### config.mk
export PLATFORM = sky130hd
export DESIGN_NAME = fejkon_fc_stats
export DESIGN_NICKNAME = d
export VERILOG_FILES = /design/src/rtl/fejkon_fc_stats.sv
export SDC_FILE = /design/constraint.sdc
export NUM_CORES = 2
export LEC_CHECK = 0
export ABC_AREA = 1
export ABC_CLOCK_PERIOD_IN_PS = 2800
export BUFFER_PORTS_ARGS = -buffer_cell sky130_fd_sc_hd__buf_2
export CAP_MARGIN = 5
export CORE_MARGIN = 5
export CORE_UTILIZATION = 44
export CTS_CLUSTER_DIAMETER = 150
export DETAILED_ROUTE_END_ITERATION = 8
export RECOVER_POWER = 25
export SLEW_MARGIN = 5
export SYNTH_ARGS = -nofsm -noshare
export SYNTH_HDL_FRONTEND = slang
export SYNTH_SLANG_ARGS = --single-unit
### constraint.sdc
create_clock -name clk -period 2.8 [get_ports clk]
set_input_delay 0.28 -clock clk [delete_from_list [all_inputs] [get_ports clk]]
set_output_delay 0.28 -clock clk [all_outputs]
set_load 0.03 [all_outputs]
### src/rtl/fejkon_fc_stats.sv
// Frame statistics tap for the 256-bit FC Avalon-ST stream: a one-deep register
// slice plus saturating per-channel frame/byte/error counters behind a CSR slave.
module fejkon_fc_stats #(
  parameter int CHANNELS = 4,
  parameter int CNT_W    = 32
) (
  input  logic         clk,
  input  logic         reset_n,
  input  logic [3:0]   st_in_channel,
  input  logic [255:0] st_in_data,
  input  logic         st_in_startofpacket,
  input  logic         st_in_endofpacket,
  input  logic [4:0]   st_in_empty,
  input  logic         st_in_valid,
  output logic         st_in_ready,
  output logic [3:0]   st_out_channel,
  output logic [255:0] st_out_data,
  output logic         st_out_startofpacket,
  output logic         st_out_endofpacket,
  output logic [4:0]   st_out_empty,
  output logic         st_out_valid,
  input  logic         st_out_ready,
  input  logic [7:0]   csr_address,
  input  logic         csr_write,
  input  logic         csr_read,
  input  logic [31:0]  csr_writedata,
  output logic [31:0]  csr_readdata
);

  localparam logic [CNT_W-1:0] CNT_MAX = '1;

  function automatic logic [CNT_W-1:0] sat_add(input logic [CNT_W-1:0] v, input logic [5:0] inc);
    logic [32:0] sum;
    sum = 33'(v) + 33'(inc);
    if (sum > 33'(CNT_MAX)) return CNT_MAX;
    return sum[CNT_W-1:0];
  endfunction

  logic [3:0]   out_channel_q, out_channel_d;
  logic [255:0] out_data_q, out_data_d;
  logic         out_sop_q, out_sop_d;
  logic         out_eop_q, out_eop_d;
  logic [4:0]   out_empty_q, out_empty_d;
  logic         out_valid_q, out_valid_d;

  logic [CNT_W-1:0]    frames_q [CHANNELS];
  logic [CNT_W-1:0]    frames_d [CHANNELS];
  logic [CNT_W-1:0]    bytes_q  [CHANNELS];
  logic [CNT_W-1:0]    bytes_d  [CHANNELS];
  logic [CNT_W-1:0]    err_q    [CHANNELS];
  logic [CNT_W-1:0]    err_d    [CHANNELS];
  logic [CHANNELS-1:0] in_pkt_q, in_pkt_d;
  logic [CNT_W-1:0]    bad_chan_q, bad_chan_d;
  logic [31:0]         readdata_q, readdata_d;

  logic       accepted;
  logic       clear;
  logic [5:0] beat_bytes;
  logic       unused_wdata;

  // Ready is held low during reset so nothing is accepted into a clearing slice.
  assign st_in_ready  = reset_n & (~out_valid_q | st_out_ready);
  assign accepted     = out_valid_q & st_out_ready;
  assign clear        = csr_write && (csr_address == 8'h00) && csr_writedata[0];
  assign beat_bytes   = out_eop_q ? (6'd32 - {1'b0, out_empty_q}) : 6'd32;
  assign unused_wdata = ^csr_writedata[31:1];

  always_comb begin
    out_channel_d = out_channel_q;
    out_data_d    = out_data_q;
    out_sop_d     = out_sop_q;
    out_eop_d     = out_eop_q;
    out_empty_d   = out_empty_q;
    out_valid_d   = out_valid_q;
    if (st_in_ready) begin
      out_channel_d = st_in_channel;
      out_data_d    = st_in_data;
      out_sop_d     = st_in_startofpacket;
      out_eop_d     = st_in_endofpacket;
      out_empty_d   = st_in_empty;
      out_valid_d   = st_in_valid;
    end
  end

  // SOP while open and non-SOP while closed are both framing errors; only the
  // orphan case skips byte counting and leaves the packet state alone.
  always_comb begin
    frames_d   = frames_q;
    bytes_d    = bytes_q;
    err_d      = err_q;
    in_pkt_d   = in_pkt_q;
    bad_chan_d = bad_chan_q;
    if (accepted && (32'(out_channel_q) >= CHANNELS)) bad_chan_d = sat_add(bad_chan_q, 6'd1);
    for (int c = 0; c < CHANNELS; c++) begin
      if (accepted && (32'(out_channel_q) == c)) begin
        if (out_sop_q == in_pkt_q[c]) err_d[c] = sat_add(err_q[c], 6'd1);
        if (out_sop_q || in_pkt_q[c]) begin
          bytes_d[c] = sat_add(bytes_q[c], beat_bytes);
          if (out_eop_q) begin
            frames_d[c] = sat_add(frames_q[c], 6'd1);
            in_pkt_d[c] = 1'b0;
          end else begin
            in_pkt_d[c] = 1'b1;
          end
        end
      end
    end
    if (clear) begin
      for (int c = 0; c < CHANNELS; c++) begin
        frames_d[c] = '0;
        bytes_d[c]  = '0;
        err_d[c]    = '0;
      end
      in_pkt_d   = '0;
      bad_chan_d = '0;
    end
  end

  always_comb begin
    readdata_d = readdata_q;
    if (csr_read) begin
      readdata_d = 32'hFFFF_FFFF;
      if (csr_address == 8'h00) begin
        readdata_d = {16'h0, 8'(CHANNELS), 8'h01};
      end else if (csr_address == 8'h01) begin
        readdata_d = 32'(bad_chan_q);
      end else begin
        for (int c = 0; c < CHANNELS; c++) begin
          if (csr_address[7:2] == 6'(c + 4)) begin
            case (csr_address[1:0])
              2'd0:    readdata_d = 32'(frames_q[c]);
              2'd1:    readdata_d = 32'(bytes_q[c]);
              2'd2:    readdata_d = 32'(err_q[c]);
              default: readdata_d = {31'h0, in_pkt_q[c]};
            endcase
          end
        end
      end
    end
  end

  always_ff @(posedge clk or negedge reset_n) begin
    if (!reset_n) begin
      out_channel_q <= '0;
      out_data_q    <= '0;
      out_sop_q     <= 1'b0;
      out_eop_q     <= 1'b0;
      out_empty_q   <= '0;
      out_valid_q   <= 1'b0;
      for (int c = 0; c < CHANNELS; c++) begin
        frames_q[c] <= '0;
        bytes_q[c]  <= '0;
        err_q[c]    <= '0;
      end
      in_pkt_q   <= '0;
      bad_chan_q <= '0;
      readdata_q <= '0;
    end else begin
      out_channel_q <= out_channel_d;
      out_data_q    <= out_data_d;
      out_sop_q     <= out_sop_d;
      out_eop_q     <= out_eop_d;
      out_empty_q   <= out_empty_d;
      out_valid_q   <= out_valid_d;
      frames_q      <= frames_d;
      bytes_q       <= bytes_d;
      err_q         <= err_d;
      in_pkt_q      <= in_pkt_d;
      bad_chan_q    <= bad_chan_d;
      readdata_q    <= readdata_d;
    end
  end

  assign st_out_channel       = out_channel_q;
  assign st_out_data          = out_data_q;
  assign st_out_startofpacket = out_sop_q;
  assign st_out_endofpacket   = out_eop_q;
  assign st_out_empty         = out_empty_q;
  assign st_out_valid         = out_valid_q;
  assign csr_readdata         = readdata_q;

endmodule

**Word level (Yosys, flattened, before mapping)**

Cells that the tools add are included.

- Logic and storage cells: 232
- Input port bits: 313
- Bits in registers: 720

- Order comparisons: 14
- Mux-type cells: 122
- Add/sub/neg operators: 14
- Bitwise gates (word level): 4
- Reductions and logical operators: 40
- Equality and inequality tests: 14

Operators with widths:

| operator | count |
|---|---|
| 32-bit two-way mux | 62 |
| 33-bit by 32-bit greater-than comparator with 1-bit output (second input constant) | 13 |
| 128-bit two-way mux | 3 |
| 32-bit case mux with 3 select lines | 4 |
| 32-bit by 1-bit adder with 33-bit output (second input constant) | 9 |
| 32-bit by 6-bit adder with 33-bit output | 4 |
| 1-bit two-way mux | 51 |
| 2-bit nonzero test | 14 |
| 6-bit by 3-bit equality test with 1-bit output (second input constant) | 4 |
| 2-bit AND reduction | 8 |
| 3-bit AND reduction | 4 |
| 4-bit by 2-bit equality test with 1-bit output (second input constant) | 2 |
| 8-bit by 1-bit equality test with 1-bit output (second input constant) | 1 |
| 8-bit logical NOT | 1 |
| 1-bit logical AND | 7 |
| 6-bit two-way mux | 1 |
| 6-bit by 5-bit subtractor with 6-bit output (first input constant) | 1 |
| 1-bit equality test | 4 |
| 4-bit by 1-bit equality test with 1-bit output (second input constant) | 1 |
| 4-bit by 3-bit >= comparator with 1-bit output (second input constant) | 1 |
| 4-bit logical NOT | 1 |
| 1-bit logical OR | 4 |
| 4-bit two-way mux | 1 |
| 1-bit AND | 2 |
| 5 further kinds | 5 |

**Longest topological paths before layout**

- Depth in word-level cells: 11
- Depth in mapped cells: 20

**Worst setup path after synthesis**

Ideal clock, no wire load.

- Path type: register to register
- From: reg out_empty_q[0], in the netlist st_out_empty[0]
- To: reg bytes_q[123] in the netlist's numbering
- Path buffers: 1
- Clock period less this slack: 2.808 ns
- Stages on the path, launching flop included: 17
- Arrival: 2.678 ns
- Slack: -0.008 ns
- Required time: 2.670 ns
- Cell sequence: dfrtp_1 inv_1 ha_1 nand2_1 inv_1 fa_1 a21oi_1 nand2_1 nand2_1 nor2_1 nor2_2 nor2_4 nand4_2 buf_2 nand3_1 nand2_1 o21ai_0

- Cells in the longest elaborated chain, start to end: 11

Ends and longest elaborated chain:

| element | RTL line | text |
|---|---|---|
| from (decl) | 43 | `logic [4:0] out_empty_q, out_empty_d;` |
| from (signal assigned) | 163 | `out_empty_q <= out_empty_d;` |
| 6-bit by 5-bit subtractor with 6-bit output * | 65 | `assign beat_bytes = out_eop_q ? (6'd32 - {1'b0, out_empty_q}) : 6'd32;` |
| 6-bit two-way mux * | 65 |  |
| 32-bit by 6-bit adder with 33-bit output * | 34 | `sum = 33'(v) + 33'(inc);` |
| 33-bit by 32-bit greater-than comparator with 1-bit output | 35 | `if (sum > 33'(CNT_MAX)) return CNT_MAX;` |
| 1-bit two-way mux | 35 |  |
| 1-bit two-way mux | 97 | `if (out_sop_q \|\| in_pkt_q[c]) begin` |
| 1-bit two-way mux | 95 | `if (accepted && (32'(out_channel_q) == c)) begin` |
| 32-bit two-way mux * | 36 | `return sum[CNT_W-1:0];` |
| 32-bit two-way mux * | 97 |  |
| 32-bit two-way mux * | 95 |  |
| 128-bit two-way mux * | 108 | `if (clear) begin` |
| to (signal assigned) | 166 | `bytes_q <= bytes_d;` |
| to (decl) | 48 | `logic [CNT_W-1:0] bytes_q [CHANNELS];` |

Every way passes the cells marked *; elsewhere a longest branch is shown, timed or not. The select of a mux whose other input is x is not followed.
A chain may end at the register's enable or synchronous reset.

**Worst setup path in the final report**

- From: reg out_empty_q[0], in the netlist st_out_empty[0]
- To: reg bytes_q[9] in the netlist's numbering

The elaborated chain is that of the path after synthesis.

==> flow_metrics.env <==
export IMPL_fill_cells=10370
export IMPL_cts_tree="done"
export IMPL_final_common_cell="nand2_1"
export IMPL_antenna_found_initial=11
export IMPL_critPathMaxFanout=5
export IMPL_num_rows=119
export IMPL_drtIter0Drc=5053
export IMPL_grt_pass1_wl_mm=304
export IMPL_max_vdd_ir_drop_v=0.000482
export IMPL_maxSlewHeadroom_pct=-38.3
export IMPL_failed_checks="capacitance limit, slew limit"
export IMPL_synth_edf_count=0
export IMPL_worst_pin_slew_ns=2.07
export IMPL_finalNonFillerCells=9906
export IMPL_status="finished with violations"
export IMPL_design_area_mm2=0.0591
export IMPL_power_density_mw_per_mm2=588
export IMPL_syn_num_nets=7837
export IMPL_clock_sinks=720
export IMPL_syn_avg_cell_area_um2=6.27
export IMPL_placed_cell_area_mm2=0.0529
export IMPL_worstSetupStartpointType="flip-flop"
export IMPL_wire_per_inst_um=20.3
export IMPL_async_flop_share_pct=100
export IMPL_r2r_slack_ns=0.09
export IMPL_die_x_um=337
export IMPL_cts_htree_levels=3
export IMPL_cts_buffers=87
export IMPL_netlist_instances=7484
export IMPL_critical_path_most_common_cell="nand2_1"
export IMPL_fin_nets=8794
export IMPL_io_buffers=582
export IMPL_synth_seq_cells=720
export IMPL_drv_cap=3
export IMPL_clockRootBuffer="clkbuf_16"
export IMPL_drv_slew=279
export IMPL_dp_cells=9464
export IMPL_worstPathRequired_ns=3.35
export IMPL_worstSetupPathType="reg2reg"
export IMPL_period_share_pct=96.7
export IMPL_clkTransAtPathRegs_ns=0.06
export IMPL_yosysSeqAreaShare_pct=38.4
export IMPL_place_gp_congestion=0.980
export IMPL_cp_cell_sequence="inv_2 > ha_2 > nand2_2 > inv_4 > buf_4 > ha_1 > a21oi_1 > nand2_1 > nand2_1 > nor2_2 > o21ai_1 > buf_4 > o21ai_2 > buf_4 > xor2_1 > nand2_1 > nand2_1 > nand2_1"
export IMPL_io_pins=614
export IMPL_cp_arrival_ns=3.26
export IMPL_cp_slowest_cell="dfrtp_2"
export IMPL_routed_via_count=52635
export IMPL_ys_warn_count=0
export IMPL_fmax_ghz=0.369
export IMPL_grt_use_total_pct=34.5
export IMPL_setup_viol=0
export IMPL_syn_area_mm2=0.0469
export IMPL_critical_path_max_stage_delay_ns=0.40
export IMPL_routed_wl_mm=201
export IMPL_die_area_mm2=0.113
export IMPL_grt_max_degree=150
export IMPL_drc_errors=0
export IMPL_synth_top_flop_cell="dfrtp_1"
export IMPL_rsz0062_at_grt="true"
export IMPL_die_y_um=337
export IMPL_cp_end_kind="flip-flop"
export IMPL_cts_buffer_depth=3
export IMPL_drive_gt1_share_pct=13.9
export IMPL_hold_path_class="in2reg"
export IMPL_clk_latency_ns=0.70
export IMPL_grt_overflow=0
export IMPL_syn_to_final_growth_pct=26.0
export IMPL_leakagePower_nw=29.9
export IMPL_skew_ns=0.0474
export IMPL_post_synth_top_area_cell="dfrtp_1"
export IMPL_synthTopCellsByArea="dfrtp_1 (38%), nand2_1 (30%), nor2_1 (6.6%)"
export IMPL_final_cell_mix="nand2_1 (3752), nor2_1 (795), dfrtp_1 (709)"
export IMPL_dr_pass1_iters=5
export IMPL_start_util_pct=44.4
export IMPL_grt_pass1_vias=50121
export IMPL_dpl_hpwl_mm=152
export IMPL_synth_top_area_share_pct=38.4
export IMPL_fin_crit_ns=2.71
export IMPL_antenna_left=0
export IMPL_core_mm2=0.106
export IMPL_hold_viol_final=0
export IMPL_avgViaCountPerCell=5.31
export IMPL_synthDistinctLibCells=51
## final timing paths
check | cells after the start | end | from
max in group asynchronous | 4 | frames_q[49]$_DFFE_PN0P_ | reset_n
worst min-delay path | 4 | err_q[63]$_DFFE_PN0P_ | csr_writedata[0]
min in group asynchronous | 3 | bytes_q[96]$_DFFE_PN0P_ | reset_n
worst min register to register | 2 | st_out_data[71]$_DFFE_PN0P_ | st_out_data[71]$_DFFE_PN0P_
worst max register to register | 18 | bytes_q[9]$_DFFE_PN0P_ | st_out_empty[0]$_DFFE_PN0P_
worst max-delay path | 18 | bytes_q[9]$_DFFE_PN0P_ | st_out_empty[0]$_DFFE_PN0P_
## cell usage after synthesis (7+ instances only)
| cell | n |
|---|---|
| o21ai_0 | 197 |
| buf_4 | 8 |
| inv_2 | 18 |
| o211ai_1 | 12 |
| inv_1 | 591 |
| nand4_1 | 97 |
| a211oi_1 | 60 |
| nor2_4 | 8 |
| buf_6 | 16 |
| nand2_2 | 28 |
| buf_2 | 33 |
| xor2_1 | 87 |
| o21bai_1 | 20 |
| o22ai_1 | 76 |
| buf_1 | 21 |
| dfrtp_1 | 720 |
| nor4_1 | 35 |
| nor2_1 | 823 |
| xnor2_1 | 7 |
| a221oi_1 | 13 |
| o21ai_1 | 26 |
| nand3b_1 | 14 |
| nand3_1 | 318 |
| nor3_1 | 93 |
| o221ai_1 | 17 |
| clkbuf_1 | 159 |
| or2_2 | 7 |
| a32o_1 | 15 |
| a21oi_1 | 87 |
| nor2_2 | 28 |
| nand2_1 | 3773 |
| ha_1 | 36 |
## per-layer routing
metal | routed length (um) | track usage [%] | part of all wire, % | vias to the layer above
li1 | - | - | - | 25358
met4 | 10400 | 14.4 | 5.2 | 8
met2 | 90200 | 55.1 | 45 | 2157
met1 | 85400 | 46.7 | 42 | 24679
met3 | 14800 | 5.84 | 7.4 | 433
met5 | 54 | 0 | 0.027 | -
## critical path: cells and delay by family, from the launching register on
kind	cells	cell delay (ns)
compound gates	3	0.26
xor+xnor	1	0.14
fa+ha+maj	2	0.55
buf+inv	5	0.61
flops	1	0.40
simple gates	7	0.59
## state kept, by name, summed over array words and instances (netlist names)
signal and flops:
st_out_channel 4, st_out_startofpacket 1, csr_readdata 32, st_out_empty 5, st_out_valid 1, err_q 128, st_out_data 256, bad_chan_q 32
in_pkt_q 4, bytes_q 128, st_out_endofpacket 1, frames_q 128
## power by group
part | internal [mW] | switching [mW] | total, mW
Sequential | 11.8 | 1.14 | 12.9
Clock | 7.14 | 5.00 | 12.1
Combinational | 3.02 | 6.68 | 9.70
Total | 21.9 | 12.8 | 34.7
## final cells by class
type	count	area (um^2)	area share (%)
multi-input combinational	5915	25900	43.8
clock inverter	44	596	1.01
tap	1391	1740	2.95
timing repair buffer	1106	8050	13.6
clock buffer	115	2450	4.15
sequential	720	18000	30.5
antenna	4	10.0	0.0169
inverter	611	2310	3.90
## logic make-up (layout without fill, tap and decap cells)
logic type	count (synthesis)	after routing	share of synthesized area [%]
other cells	0	4	0
buf+inv	849	1876	7.23
flops	720	720	38.4
fa+ha+maj	40	40	1.13
simple gates	5242	5242	44.5
xor+xnor	94	94	1.76
compound gates	539	539	6.95
## through the flow
step	utilization [%]	hold WS, ns	power [mW]	setup TNS [ns]	worst slack, ns
floorplan	-	-0.0156	18.3	0	0.0286
finish	56.0	0.175	34.7	0	0.0922
global placement	50.1	0.439	21.9	-0.298	-0.0317
detailed placement	50.1	0.438	22.0	-2.28	-0.0961
CTS	55.6	0.137	34.5	0	0.00676
global route	56.0	0.157	36.3	-0.211	-0.0538
## timing repair
action	CTS	global route
setup buffers	0	5
gates resized for setup	5	104
endpoints found under the hold margin	748	0
hold buffers	270	0
endpoints found under the setup margin	74	368
pin swaps	1	10
gates cloned	0	4
No activity file was read; power rests on OpenSTA's default activity.
